<file path="src/rtl/mem_arbiter_pkg.sv">
// Shared types and constants for the fetch/load-store memory arbiter.
// Covers state and owner encodings and the legal memory latency range.
package mem_arbiter_pkg;

    typedef enum logic [1:0] {
        IDLE,
        WAIT,
        RESP
    } state_t;

    typedef enum logic {
        OWN_IF = 1'b0,
        OWN_D  = 1'b1
    } owner_t;

    localparam int unsigned MEM_LAT_MIN = 1;
    localparam int unsigned MEM_LAT_MAX = 4;
    localparam int unsigned LAT_W       = $clog2(MEM_LAT_MAX);

    // Latency counter load value; out-of-range latencies are clamped into the legal range.
    function automatic logic [LAT_W-1:0] lat_load(input int unsigned lat);
        int unsigned l;
        l = lat;
        if (l < MEM_LAT_MIN) l = MEM_LAT_MIN;
        if (l > MEM_LAT_MAX) l = MEM_LAT_MAX;
        return LAT_W'(l - 1);
    endfunction

endpackage

</file>
<file path="src/rtl/mem_arbiter_if.sv">
// Requester and memory-side signals of the arbiter.
// The slave modport is the arbiter's view; master is the core/memory view.
interface mem_arbiter_if #(
    parameter int unsigned ADDR_W = 32
);

    logic              if_req;
    logic [ADDR_W-1:0] if_addr;
    logic              if_gnt;
    logic              if_rvalid;
    logic [31:0]       if_rdata;

    logic              d_req;
    logic              d_we;
    logic [ADDR_W-1:0] d_addr;
    logic [31:0]       d_wdata;
    logic [3:0]        d_wstrb;
    logic              d_gnt;
    logic              d_rvalid;
    logic [31:0]       d_rdata;

    logic              mem_en;
    logic              mem_we;
    logic [3:0]        mem_wstrb;
    logic [ADDR_W-3:0] mem_addr;
    logic [31:0]       mem_wdata;
    logic [31:0]       mem_rdata;

    modport slave (
        input  if_req, if_addr, d_req, d_we, d_addr, d_wdata, d_wstrb, mem_rdata,
        output if_gnt, if_rvalid, if_rdata, d_gnt, d_rvalid, d_rdata,
               mem_en, mem_we, mem_wstrb, mem_addr, mem_wdata
    );

    modport master (
        output if_req, if_addr, d_req, d_we, d_addr, d_wdata, d_wstrb, mem_rdata,
        input  if_gnt, if_rvalid, if_rdata, d_gnt, d_rvalid, d_rdata,
               mem_en, mem_we, mem_wstrb, mem_addr, mem_wdata
    );

endinterface

</file>
<file path="src/rtl/mem_arbiter_rr_arb2.sv">
// Combinational two-way round-robin pick between fetch and data requests.
// On a conflict the port that did not own the previous access wins.
module rr_arb2
    import mem_arbiter_pkg::*;
(
    input  logic   if_req_i,
    input  logic   d_req_i,
    input  owner_t last_owner_i,
    output logic   valid_o,
    output owner_t winner_o
);

    always_comb begin
        valid_o  = if_req_i | d_req_i;
        winner_o = OWN_IF;
        if (if_req_i && d_req_i) begin
            winner_o = (last_owner_i == OWN_D) ? OWN_IF : OWN_D;
        end else if (d_req_i) begin
            winner_o = OWN_D;
        end
    end

endmodule

</file>
<file path="src/rtl/mem_arbiter.sv">
// Shares one single-port synchronous memory between fetch and load/store ports,
// one access outstanding at a time, round-robin on simultaneous requests.
module mem_arbiter
    import mem_arbiter_pkg::*;
#(
    parameter int unsigned ADDR_W  = 32,
    parameter int unsigned MEM_LAT = 1
) (
    input logic          clk,
    input logic          rst,
    mem_arbiter_if.slave bus
);

    localparam logic [LAT_W-1:0] LAT_LOAD = lat_load(MEM_LAT);

    state_t            state_q, state_d;
    owner_t            owner_q, owner_d;
    owner_t            last_owner_q, last_owner_d;
    logic [LAT_W-1:0]  lat_q, lat_d;
    logic              op_we_q, op_we_d;
    logic              if_gnt_q, if_gnt_d;
    logic              d_gnt_q, d_gnt_d;
    logic              if_rvalid_q, if_rvalid_d;
    logic              d_rvalid_q, d_rvalid_d;
    logic [31:0]       if_rdata_q, if_rdata_d;
    logic [31:0]       d_rdata_q, d_rdata_d;
    logic              mem_en_q, mem_en_d;
    logic              mem_we_q, mem_we_d;
    logic [3:0]        mem_wstrb_q, mem_wstrb_d;
    logic [ADDR_W-3:0] mem_addr_q, mem_addr_d;
    logic [31:0]       mem_wdata_q, mem_wdata_d;

    logic   arb_valid;
    owner_t arb_winner;
    logic   grant;
    logic   lat_done;

    rr_arb2 u_rr_arb2 (
        .if_req_i     (bus.if_req),
        .d_req_i      (bus.d_req),
        .last_owner_i (last_owner_q),
        .valid_o      (arb_valid),
        .winner_o     (arb_winner)
    );

    assign grant = arb_valid && (state_q != WAIT);
    // The mem_en cycle is the first WAIT cycle and does not count, so capture lands
    // exactly MEM_LAT cycles after mem_en.
    assign lat_done = (state_q == WAIT) && !mem_en_q && (lat_q == '0);

    always_ff @(posedge clk) begin
        if (rst) begin
            state_q      <= IDLE;
            owner_q      <= OWN_IF;
            last_owner_q <= OWN_D;
            lat_q        <= '0;
            op_we_q      <= 1'b0;
            if_gnt_q     <= 1'b0;
            d_gnt_q      <= 1'b0;
            if_rvalid_q  <= 1'b0;
            d_rvalid_q   <= 1'b0;
            if_rdata_q   <= '0;
            d_rdata_q    <= '0;
            mem_en_q     <= 1'b0;
            mem_we_q     <= 1'b0;
            mem_wstrb_q  <= '0;
            mem_addr_q   <= '0;
            mem_wdata_q  <= '0;
        end else begin
            state_q      <= state_d;
            owner_q      <= owner_d;
            last_owner_q <= last_owner_d;
            lat_q        <= lat_d;
            op_we_q      <= op_we_d;
            if_gnt_q     <= if_gnt_d;
            d_gnt_q      <= d_gnt_d;
            if_rvalid_q  <= if_rvalid_d;
            d_rvalid_q   <= d_rvalid_d;
            if_rdata_q   <= if_rdata_d;
            d_rdata_q    <= d_rdata_d;
            mem_en_q     <= mem_en_d;
            mem_we_q     <= mem_we_d;
            mem_wstrb_q  <= mem_wstrb_d;
            mem_addr_q   <= mem_addr_d;
            mem_wdata_q  <= mem_wdata_d;
        end
    end

    always_comb begin
        state_d = state_q;
        unique case (state_q)
            IDLE, RESP: state_d = arb_valid ? WAIT : IDLE;
            WAIT:       if (lat_done) state_d = RESP;
            default:    state_d = IDLE;
        endcase
    end

    always_comb begin
        owner_d      = owner_q;
        last_owner_d = last_owner_q;
        lat_d        = lat_q;
        op_we_d      = op_we_q;
        if_gnt_d     = 1'b0;
        d_gnt_d      = 1'b0;
        if_rvalid_d  = 1'b0;
        d_rvalid_d   = 1'b0;
        if_rdata_d   = if_rdata_q;
        d_rdata_d    = d_rdata_q;
        mem_en_d     = 1'b0;
        mem_we_d     = 1'b0;
        mem_wstrb_d  = '0;
        mem_addr_d   = mem_addr_q;
        mem_wdata_d  = mem_wdata_q;

        if (grant) begin
            owner_d      = arb_winner;
            last_owner_d = arb_winner;
            lat_d        = LAT_LOAD;
            mem_en_d     = 1'b1;
            if (arb_winner == OWN_IF) begin
                if_gnt_d    = 1'b1;
                op_we_d     = 1'b0;
                mem_addr_d  = bus.if_addr[ADDR_W-1:2];
                mem_wdata_d = '0;
            end else begin
                d_gnt_d     = 1'b1;
                op_we_d     = bus.d_we;
                mem_we_d    = bus.d_we;
                mem_wstrb_d = bus.d_we ? bus.d_wstrb : 4'b0000;
                mem_addr_d  = bus.d_addr[ADDR_W-1:2];
                mem_wdata_d = bus.d_wdata;
            end
        end

        if ((state_q == WAIT) && !mem_en_q && (lat_q != '0)) begin
            lat_d = lat_q - 1'b1;
        end

        if (lat_done) begin
            if (owner_q == OWN_IF) begin
                if_rvalid_d = 1'b1;
                if_rdata_d  = bus.mem_rdata;
            end else begin
                d_rvalid_d = 1'b1;
                d_rdata_d  = op_we_q ? 32'h0 : bus.mem_rdata;
            end
        end
    end

    assign bus.if_gnt    = if_gnt_q;
    assign bus.d_gnt     = d_gnt_q;
    assign bus.if_rvalid = if_rvalid_q;
    assign bus.d_rvalid  = d_rvalid_q;
    assign bus.if_rdata  = if_rdata_q;
    assign bus.d_rdata   = d_rdata_q;
    assign bus.mem_en    = mem_en_q;
    assign bus.mem_we    = mem_we_q;
    assign bus.mem_wstrb = mem_wstrb_q;
    assign bus.mem_addr  = mem_addr_q;
    assign bus.mem_wdata = mem_wdata_q;

endmodule

</file>
<file path="src/flat_wrapper.sv">
// flat-port wrapper written by rule: the top's interface ports become plain ports
module mem_arbiter_flat import mem_arbiter_pkg::*;
#(
    parameter int unsigned ADDR_W  = 32,
    parameter int unsigned MEM_LAT = 1
)
  (clk, rst, bus_if_req, bus_if_addr, bus_d_req, bus_d_we, bus_d_addr, bus_d_wdata, bus_d_wstrb, bus_mem_rdata, bus_if_gnt, bus_if_rvalid, bus_if_rdata, bus_d_gnt, bus_d_rvalid, bus_d_rdata, bus_mem_en, bus_mem_we, bus_mem_wstrb, bus_mem_addr, bus_mem_wdata);
  mem_arbiter_if #(.ADDR_W(ADDR_W)) bus_i ();
  input logic clk;
  input logic rst;
  input wire logic [$bits(bus_i.if_req)-1:0] bus_if_req;
  input wire logic [$bits(bus_i.if_addr)-1:0] bus_if_addr;
  input wire logic [$bits(bus_i.d_req)-1:0] bus_d_req;
  input wire logic [$bits(bus_i.d_we)-1:0] bus_d_we;
  input wire logic [$bits(bus_i.d_addr)-1:0] bus_d_addr;
  input wire logic [$bits(bus_i.d_wdata)-1:0] bus_d_wdata;
  input wire logic [$bits(bus_i.d_wstrb)-1:0] bus_d_wstrb;
  input wire logic [$bits(bus_i.mem_rdata)-1:0] bus_mem_rdata;
  output wire logic [$bits(bus_i.if_gnt)-1:0] bus_if_gnt;
  output wire logic [$bits(bus_i.if_rvalid)-1:0] bus_if_rvalid;
  output wire logic [$bits(bus_i.if_rdata)-1:0] bus_if_rdata;
  output wire logic [$bits(bus_i.d_gnt)-1:0] bus_d_gnt;
  output wire logic [$bits(bus_i.d_rvalid)-1:0] bus_d_rvalid;
  output wire logic [$bits(bus_i.d_rdata)-1:0] bus_d_rdata;
  output wire logic [$bits(bus_i.mem_en)-1:0] bus_mem_en;
  output wire logic [$bits(bus_i.mem_we)-1:0] bus_mem_we;
  output wire logic [$bits(bus_i.mem_wstrb)-1:0] bus_mem_wstrb;
  output wire logic [$bits(bus_i.mem_addr)-1:0] bus_mem_addr;
  output wire logic [$bits(bus_i.mem_wdata)-1:0] bus_mem_wdata;
  assign bus_i.if_req = bus_if_req;
  assign bus_i.if_addr = bus_if_addr;
  assign bus_i.d_req = bus_d_req;
  assign bus_i.d_we = bus_d_we;
  assign bus_i.d_addr = bus_d_addr;
  assign bus_i.d_wdata = bus_d_wdata;
  assign bus_i.d_wstrb = bus_d_wstrb;
  assign bus_i.mem_rdata = bus_mem_rdata;
  assign bus_if_gnt = bus_i.if_gnt;
  assign bus_if_rvalid = bus_i.if_rvalid;
  assign bus_if_rdata = bus_i.if_rdata;
  assign bus_d_gnt = bus_i.d_gnt;
  assign bus_d_rvalid = bus_i.d_rvalid;
  assign bus_d_rdata = bus_i.d_rdata;
  assign bus_mem_en = bus_i.mem_en;
  assign bus_mem_we = bus_i.mem_we;
  assign bus_mem_wstrb = bus_i.mem_wstrb;
  assign bus_mem_addr = bus_i.mem_addr;
  assign bus_mem_wdata = bus_i.mem_wdata;
  mem_arbiter #(.ADDR_W(ADDR_W), .MEM_LAT(MEM_LAT)) u_core (.clk(clk), .rst(rst), .bus(bus_i));
endmodule
</file>
<file path="config.mk">
export PLATFORM = sky130hd
export DESIGN_NAME = mem_arbiter_flat
export DESIGN_NICKNAME = d
export VERILOG_FILES = /design/src/rtl/mem_arbiter_pkg.sv /design/src/rtl/mem_arbiter_if.sv /design/src/rtl/mem_arbiter_rr_arb2.sv /design/src/rtl/mem_arbiter.sv /design/src/flat_wrapper.sv
export SDC_FILE = /design/constraint.sdc
export NUM_CORES = 1
export LEC_CHECK = 0
export CAP_MARGIN = 20
export CORE_UTILIZATION = 35
export CTS_CLUSTER_DIAMETER = 80
export DETAILED_ROUTE_END_ITERATION = 12
export PLACE_DENSITY = 0.82
export SLEW_MARGIN = 40
export SYNTH_ARGS = -nofsm -noshare
export SYNTH_HDL_FRONTEND = slang
export SYNTH_SLANG_ARGS = --single-unit
</file>
<file path="constraint.sdc">
create_clock -name clk -period 2.7 [get_ports clk]
set_input_delay 0.27 -clock clk [delete_from_list [all_inputs] [get_ports clk]]
set_output_delay 0.27 -clock clk [all_outputs]
set_load 0.05 [all_outputs]
</file>
# Word level (Yosys, flattened, before mapping)
# Index checks and enable logic that the tools add are counted.
dict set report op_classes {
  multipliers 0
  n_bitwise 6
  reduce_logical 16
  eq_ne 4
  n_addsub 1
  order_cmp 0
  n_shift 0
  div 0
  n_mux 17
}
# operator count
set ops {}
lappend ops {{32-bit two-way mux} 2}
lappend ops {{30-bit two-way mux} 1}
lappend ops {{1-bit two-way mux} 10}
lappend ops {{2-bit two-way mux} 3}
lappend ops {{2-bit OR reduction} 3}
lappend ops {{1-bit logical AND} 5}
lappend ops {{1-bit NOT} 5}
lappend ops {{2-bit logical NOT} 2}
lappend ops {{2-bit by 1-bit != test with 1-bit output (second input constant)} 2}
lappend ops {{2-bit one-hot mux with 2 select lines} 1}
lappend ops {{2-bit AND reduction} 2}
lappend ops {{2-bit nonzero test} 2}
lappend ops {{4-bit OR reduction} 1}
lappend ops {{2-bit by 1-bit equality test with 1-bit output (second input constant)} 1}
lappend ops {{2-bit equality test (second input constant)} 1}
lappend ops {{2-bit by 1-bit subtractor with 2-bit output (second input constant)} 1}
lappend ops {{1-bit logical NOT} 1}
lappend ops {{1-bit bitwise OR} 1}
dict set report word_totals {
  memories 0
  output_inout_bits 136
  wordCells 60
  mem_bits_ro 0
  latchBits 0
  in_bits 137
  reg_bits 143
  mem_bits_rw 0
}

# Logic depth before layout (Yosys ltp)
# Gate-level depths: netlist of the first run.
dict set report depth {
  word_depth 5
  ltp_mapped 7
  mapped_depth_nobuf 5
}

# Cells and area by module
# From an unflattened synthesis of the first run, not the netlist that was laid out.
dict set report hier_totals {
  cells_unflattened 560
  hier_area_um2 5467.7
}
# mod cells_each seq_area_each_um2 area_each_um2 n_inst
set by_module_without_submodules {}
lappend by_module_without_submodules {mem_arbiter 558 2862.7 5454.0 1}
lappend by_module_without_submodules {rr_arb2 2 0.0 13.8 1}

# Worst setup path before layout of the first run
# Ideal clock, no wire load.
dict set report synth_path {
  kind {reg-to-reg}
  startpoint {register u_core.mem_en_q (netlist: u_core.bus.mem_en)}
  endpoint {register u_core.if_rdata_q[26] (netlist: u_core.bus.if_rdata[26])}
  required_ns 2.630
  stages_incl_launch_ff 6
  path_buffers 2
  path_slack_ns 1.182
  setup_time_ns 0.070
  arrival_ns 1.448
  synth_period_minus_slack_ns 1.518
  cell_sequence {dfxtp_1 nand4bb_1 buf_2 buf_2 o21ai_1 a21oi_1}
}
dict set report synth_via {
  elab_chain_len 4
}
# item line
set synth_rtl {}
lappend synth_rtl {{from (decl)} mem_arbiter.sv:27} ;# logic mem_en_q, mem_en_d;
lappend synth_rtl {{from (signal assigned)} mem_arbiter.sv:81} ;# mem_en_q <= mem_en_d;
lappend synth_rtl {{1-bit logical NOT} mem_arbiter.sv:49} ;# assign lat_done = (state_q == WAIT) && !mem_en_q && (lat_q == '0);
lappend synth_rtl {{1-bit logical AND (2 in a row)} mem_arbiter.sv:49}
lappend synth_rtl {{2-bit AND reduction (no line)} n/a}
lappend synth_rtl {{to (signal assigned)} mem_arbiter.sv:79} ;# if_rdata_q <= if_rdata_d;
lappend synth_rtl {{to (decl)} mem_arbiter.sv:25} ;# logic [31:0] if_rdata_q, if_rdata_d;
# Every way passes these cells.
# A chain may end at the register's enable or synchronous reset.

# Final worst setup path of the first run
dict set report layout_path {
  startpoint {register u_core.lat_q[0]}
  endpoint {register u_core.if_rdata_q[24] (netlist: u_core.bus.if_rdata[24])}
}
dict set report layout_via {
  elab_chain_len 3
}
# item line
set layout_rtl {}
lappend layout_rtl {{from (decl)} mem_arbiter.sv:19} ;# logic [LAT_W-1:0] lat_q, lat_d;
lappend layout_rtl {{from (signal assigned)} mem_arbiter.sv:73} ;# lat_q <= lat_d;
lappend layout_rtl {{2-bit logical NOT} mem_arbiter.sv:49}
lappend layout_rtl {{1-bit logical AND} mem_arbiter.sv:49}
lappend layout_rtl {{2-bit AND reduction (no line)} n/a}
# Every way passes these cells.

==> results of run 1 <==
## Yosys cell counts, types with 5 or more instances
cell type / n
nand2_1: 61
nand3_1: 32
dfxtp_1: 143
o21ai_1: 30
nand4b_1: 32
nor2_1: 5
buf_2: 33
a21oi_1: 94
o21ai_0: 35
buf_1: 6
a311oi_1: 30
a22o_1: 33
clkbuf_1: 20
## state kept, by name, summed over array words and instances (netlist names)
signal,count
u_core.op_we_q,1
u_core.bus.mem_addr,30
u_core.bus.mem_wstrb,4
u_core.bus.d_rdata,32
u_core.bus.mem_we,1
u_core.bus.if_rdata,32
u_core.bus.mem_en,1
u_core.state_q,2
u_core.bus.if_rvalid,1
u_core.lat_q,2
u_core.owner_q,1
u_core.bus.if_gnt,1
u_core.last_owner_q,1
u_core.bus.d_gnt,1
u_core.bus.d_rvalid,1
u_core.bus.mem_wdata,32
## worst max path at each step
| stage | start | end | slack [ns] | depth (start not counted) |
|---|---|---|---|---|
| 2_1_floorplan | u_core.bus.mem_en | u_core.bus.if_rdata[26] | 1.18 | 5 |
| 3_3_place_gp | bus_if_req | u_core.op_we_q | 0.60 | 4 |
| 3_5_place_dp | bus_if_req | u_core.bus.mem_wdata[11] | 0.68 | 5 |
| 4_1_cts | u_core.lat_q[0] | u_core.bus.if_rdata[24] | 0.70 | 6 |
| 5_1_grt | u_core.lat_q[0] | u_core.bus.if_rdata[24] | 0.53 | 6 |
| 6_report | u_core.lat_q[0] | u_core.bus.if_rdata[24] | 0.68 | 6 |
## area by class of cell
cell class | count | area, um^2
Inverter | 4 | 15.0
Sequential cell | 143 | 2870
Timing Repair Buffer | 281 | 2810
Fill cell | 1369 | 6410
Clock inverter | 12 | 158
Clock buffer | 20 | 467
Tap cell | 211 | 264
Multi-Input combinational cell | 379 | 2270
## routing by layer
metal	track usage [%]	part of all wire [%]	wire length, um	vias up
li1	-	-	-	2649
met1	24.9	42	6810	2485
met2	34.0	49	7920	211
met3	6.78	7.9	1280	19
met4	6.44	1.5	246	0
met5	0	0	0	-
## through the flow
stage          utilization (%)  std cells  power [W]  instance area, um^2
2_1_floorplan                -        593    0.00313                 5470
3_3_place_gp              53.8       1017    0.00365                 8210
3_5_place_dp              53.9       1018    0.00366                 8230
4_1_cts                   58.0       1050    0.00611                 8850
5_1_grt                   58.0       1050    0.00629                 8850
6_report                  58.0       1050    0.00604                 8850
## cells by family after synthesis
logic type / synth area share, %
adder cells (fa/ha/maj): 0.229
buffers and inverters: 6.45
AND/OR/NAND/NOR: 14.8
flip-flops: 52.3
AO/OA/AOI/OAI: 26.2
## report_power, final
group	switching [W]	internal, W	total [W]	leakage [nW]
sequential	0.0000725	0.00224	0.00231	1.17
clock	0.000897	0.00153	0.00243	0.299
combinational	0.000799	0.000504	0.00130	1.68
total	0.00177	0.00427	0.00604	3.14
## worst max-delay path, delay by kind of cell (launching register included)
family | cells | cell delay (ns)
AND/OR/NAND/NOR | 1 | 0.54
buffers and inverters | 2 | 0.51
flip-flops | 1 | 0.32
AO/OA/AOI/OAI | 2 | 0.30
adder cells (fa/ha/maj) | 1 | 0.21
==> results.json, run 1 <==
{
  "run_status": "complete, no violations",
  "yosys_warnings": 0,
  "mostFrequentLayoutCells": "clkdlybuf4s50_1 (267), dfxtp_1 (141), a21oi_1 (94)",
  "numPortBuffers": 268,
  "fp.dieH_um": 127,
  "clock_latency_ns": 0.42,
  "tightest_slew_ns": 0.650,
  "grt_pass1_wl_um": 26200,
  "hold_viol_final": 0,
  "dpl_worst_slack_ns": 0.680,
  "synth_nets": 731,
  "ys.flop_type": "dfxtp_1",
  "synthArstFlopShare_pct": 0,
  "cts_root_buf": "clkbuf_16",
  "finalWeightedCongestion": 0.750,
  "antenna_found_initial": 0,
  "cts.clk_slew.worst_paths_ns": 0.06,
  "synth.area.top_cells": "dfxtp_1 (52%), a21oi_1 (8.6%), a22o_1 (5.3%)",
  "grt-ovfl-total": 0,
  "fin_crit_sh_pct": 74.8,
  "grt_max_degree": 67,
  "path_cells": "inv_1, ha_1, nand4bb_2, buf_4, o21ai_0, a21oi_1",
  "drive_gt1_share_pct": 6.67,
  "synth-seq-cells": 143,
  "skew_ns": 0.00794,
  "area_growth_pct": 61.7,
  "dp_hpwl_um": 10900,
  "ant_nets": 0,
  "viasPerCell": 5.11,
  "ios": 273,
  "critPathLaunchType": "flip-flop",
  "leakagePower_nw": 3.14,
  "maxCapViolCount": 0,
  "period_needed_ns": 2.02,
  "report.final.slew_viol_count": 0,
  "cts_tree": "yes",
  "syn_avg_cell_area_um2": 9.23,
  "drt_iter0_markers": 314,
  "dr.pass1.iters": 4,
  "fp.dieW_um": 127,
  "cts_buffer_depth": 2,
  "crit-reg2reg-launch": "u_core.lat_q[0]",
  "cts_sinks": 143,
  "grtUsageTotal_pct": 20.4,
  "synth_seq_area_share_pct": 52.3,
  "hold_end": "u_core.state_q[0]",
  "final_common_cell": "clkdlybuf4s50_1",
  "grt_pass1_vias": 5172,
  "syn_area_um2": 5470,
  "postCtsHoldBufs": 0,
  "cts_resized": 0,
  "post_cts_buffers": 0,
  "finalSetupViolCount": 0,
  "diodes": 0,
  "drc": 0,
  "rows": 45,
  "slowest_stage": "nand4bb_2",
  "drt_wl_total_um": 16300,
  "yosysUniqueCellTypes": 37,
  "vdd_drop_max_v": 0.000430,
  "min_path_cells": 2,
  "arrival_ns": 2.29,
  "fin_setup_tns_ns": 0,
  "cp_max_fo": 27,
  "fmax_mhz": 495,
  "finalHoldWorstSlack_ns": 0.357,
  "detail_route.wl_per_cell_um": 15.5,
  "core_um2": 15300,
  "r2r_end": "u_core.bus.if_rdata[24]",
  "yosys.area.top_type": "dfxtp_1",
  "maxSlewHeadroom_pct": 56.6,
  "crit_path_end_kind": "flip-flop",
  "slowest_delay_ns": 0.54,
  "synth_edf_count": 0,
  "h-tree-depth": 4,
  "dieArea_um2": 16100,
  "critPathKind": "flip-flop to flip-flop",
  "power.density_nw_per_um2": 683,
  "initial_core_util_pct": 35.9,
  "hp-start": "rst",
  "finalNetCount": 964,
  "synth_top_area_share_pct": 52.3,
  "rrSetupSlack_ns": 0.68,
  "rsz0062_at_grt": "no",
  "synthCells": 593,
  "setup_slack_ns": 0.682,
  "numCtsBuffers": 17,
  "vias": 5364,
  "worstHoldPathType": "primary input to flip-flop",
  "reg2reg_depth": 6,
  "crit_required_ns": 2.97
}
Power figures use the tool's default switching activity.
==> run 2: changes to the inputs <==
- PLACE_DENSITY: 0.82 -> 0.85
- clock period: 2.7 -> 1.8 ns (I/O delays scaled with it)
==> results.json, run 2 (same netlist as run 1, synthesis figures left out) <==
{
  "area_growth_pct": 64.9,
  "ios": 273,
  "p_comb_share_pct": 22.0,
  "drive_gt1_share_pct": 7.44,
  "p_int_w": 0.00652,
  "crit_required_ns": 1.62,
  "wl_met2_um": 8060,
  "rsz0062_at_grt": "no",
  "p_sw_share_pct": 29.0,
  "fmax_mhz": 567,
  "cts.clk_slew.worst_paths_ns": 0.06,
  "detail_route.wl_per_cell_um": 15.6,
  "fin_crit_sh_pct": 98.0,
  "report.final.slew_viol_count": 0,
  "maxSlewHeadroom_pct": 53.5,
  "run_status": "complete, no violations",
  "postCtsHoldBufs": 0,
  "finalSetupViolCount": 0,
  "arrival_ns": 1.58,
  "fp.dieW_um": 127,
  "period_needed_ns": 1.76,
  "grtUsageTotal_pct": 20.6,
  "diodes": 0,
  "finalHoldWorstSlack_ns": 0.171,
  "maxCapViolCount": 0,
  "worstHoldPathType": "primary input to flip-flop",
  "drt_wl_total_um": 16500,
  "mostFrequentLayoutCells": "clkdlybuf4s50_1 (246), dfxtp_1 (142), a21oi_1 (94)",
  "finalNetCount": 975,
  "drc": 0,
  "critPathLaunchType": "flip-flop",
  "cts_root_buf": "clkbuf_16",
  "cts_buffer_depth": 2,
  "switchingPower_w": 0.00266,
  "setup_slack_ns": 0.0366,
  "leakagePower_nw": 3.54,
  "cts_sinks": 143,
  "core_um2": 15300,
  "grt-ovfl-total": 0,
  "dieArea_um2": 16100,
  "multi_input_area_um2": 2280,
  "finalWeightedCongestion": 0.753,
  "dp_hpwl_um": 11200,
  "cts_tree": "yes",
  "numPortBuffers": 268,
  "met3WireLength_um": 1210,
  "post_cts_buffers": 0,
  "ant_nets": 0,
  "critPathKind": "flip-flop to primary output",
  "numCtsBuffers": 17,
  "fp.dieH_um": 127,
  "p_clk_share_pct": 40.4,
  "grt_pass1_wl_um": 26500,
  "drt-met1-wl_um": 6950,
  "slowest_stage": "clkdlybuf4s50_1",
  "crit_family": "buffers and inverters",
  "antenna_found_initial": 0,
  "cp_max_fo": 2,
  "regArea_um2": 2860,
  "drt_iter0_markers": 333,
  "viasPerCell": 5.16,
  "vdd_drop_max_v": 0.000643,
  "path_buf_inv": 1,
  "slowest_delay_ns": 0.82,
  "power_w": 0.00918,
  "crit_path_end_kind": "primary output",
  "clock_latency_ns": 0.42,
  "vias": 5462,
  "h-tree-depth": 4,
  "grt_max_degree": 75,
  "grt_pass1_vias": 5309,
  "skew_ns": 0.00821,
  "power.density_nw_per_um2": 1020,
  "seqPwrFrac_pct": 37.6,
  "hold_viol_final": 0,
  "n_fill_cell": 1300,
  "dpl_worst_slack_ns": 0.0174,
  "initial_core_util_pct": 35.9,
  "dr.pass1.iters": 4,
  "tightest_slew_ns": 0.696,
  "path_cells": "clkdlybuf4s50_1",
  "highest_layer": "met4",
  "rows": 45,
  "final_common_cell": "clkdlybuf4s50_1"
}
-- run 2: changes by cell type in the layout (fill, tap and decap cells not counted), sizes merged --
cell,delta
dlygate4sd2,+2
clkinvlp,-3
clkdlybuf4s50,-21
dlymetal6s2s,+19
buf,+11
bufinv,+1
clkbuf,-1
-- run 2: path summary, 6_finish.rpt --
| check | slack (ns) | endpoint | startpoint | cells after the start |
|---|---|---|---|---|
| max reg2reg | 0.24 | u_core.lat_q[1] | u_core.lat_q[0] | 4 |
| max | 0.04 | bus_mem_wdata[2] | u_core.bus.mem_wdata[2] | 1 |
| min | 0.17 | u_core.state_q[0] | rst | 2 |
| min reg2reg | 0.47 | u_core.bus.if_rdata[17] | u_core.bus.if_rdata[17] | 2 |
-- run 2: area by class of cell --
cell class,instances,area share [%]
Timing Repair Buffer,292,33.2
Sequential cell,143,31.7
Multi-Input combinational cell,379,25.2
Clock buffer,19,5.02
Tap cell,211,2.92
Clock inverter,10,1.79
Inverter,4,0.166
-- run 2: routing by layer --
layer,global-route usage (%),vias up
met1,24.5,2569
met3,6.74,27
met4,7.49,0
li1,-,2665
met2,34.6,201
met5,0,-
-- run 2: power groups by stage --
stage / clock (W) / combinational [W] / sequential, W
2_1_floorplan: 0 / 0.000564 / 0.00414
3_3_place_gp: 0 / 0.00201 / 0.00351
3_5_place_dp: 0 / 0.00202 / 0.00352
4_1_cts: 0.00378 / 0.00203 / 0.00345
5_1_grt: 0.00390 / 0.00214 / 0.00347
6_report: 0.00371 / 0.00202 / 0.00345
-- run 2: timing repair --
| item | in CTS | in global routing |
|---|---|---|
| setup endpoints to repair | 2 | 19 |
| resized for setup | 2 | 19 |
| pin swaps | 0 | 0 |
-- run 2: through the flow --
step | setup TNS (ns) | util [%] | instance area, um^2 | cells
after global placement | -7.65 | 54.8 | 8360 | 1029
final | 0 | 59.2 | 9030 | 1058
after CTS | 0 | 58.8 | 8980 | 1058
after detailed placement | 0 | 54.8 | 8370 | 1029
after global routing | 0 | 59.2 | 9030 | 1058
after floorplan | 0 | - | 5470 | 593
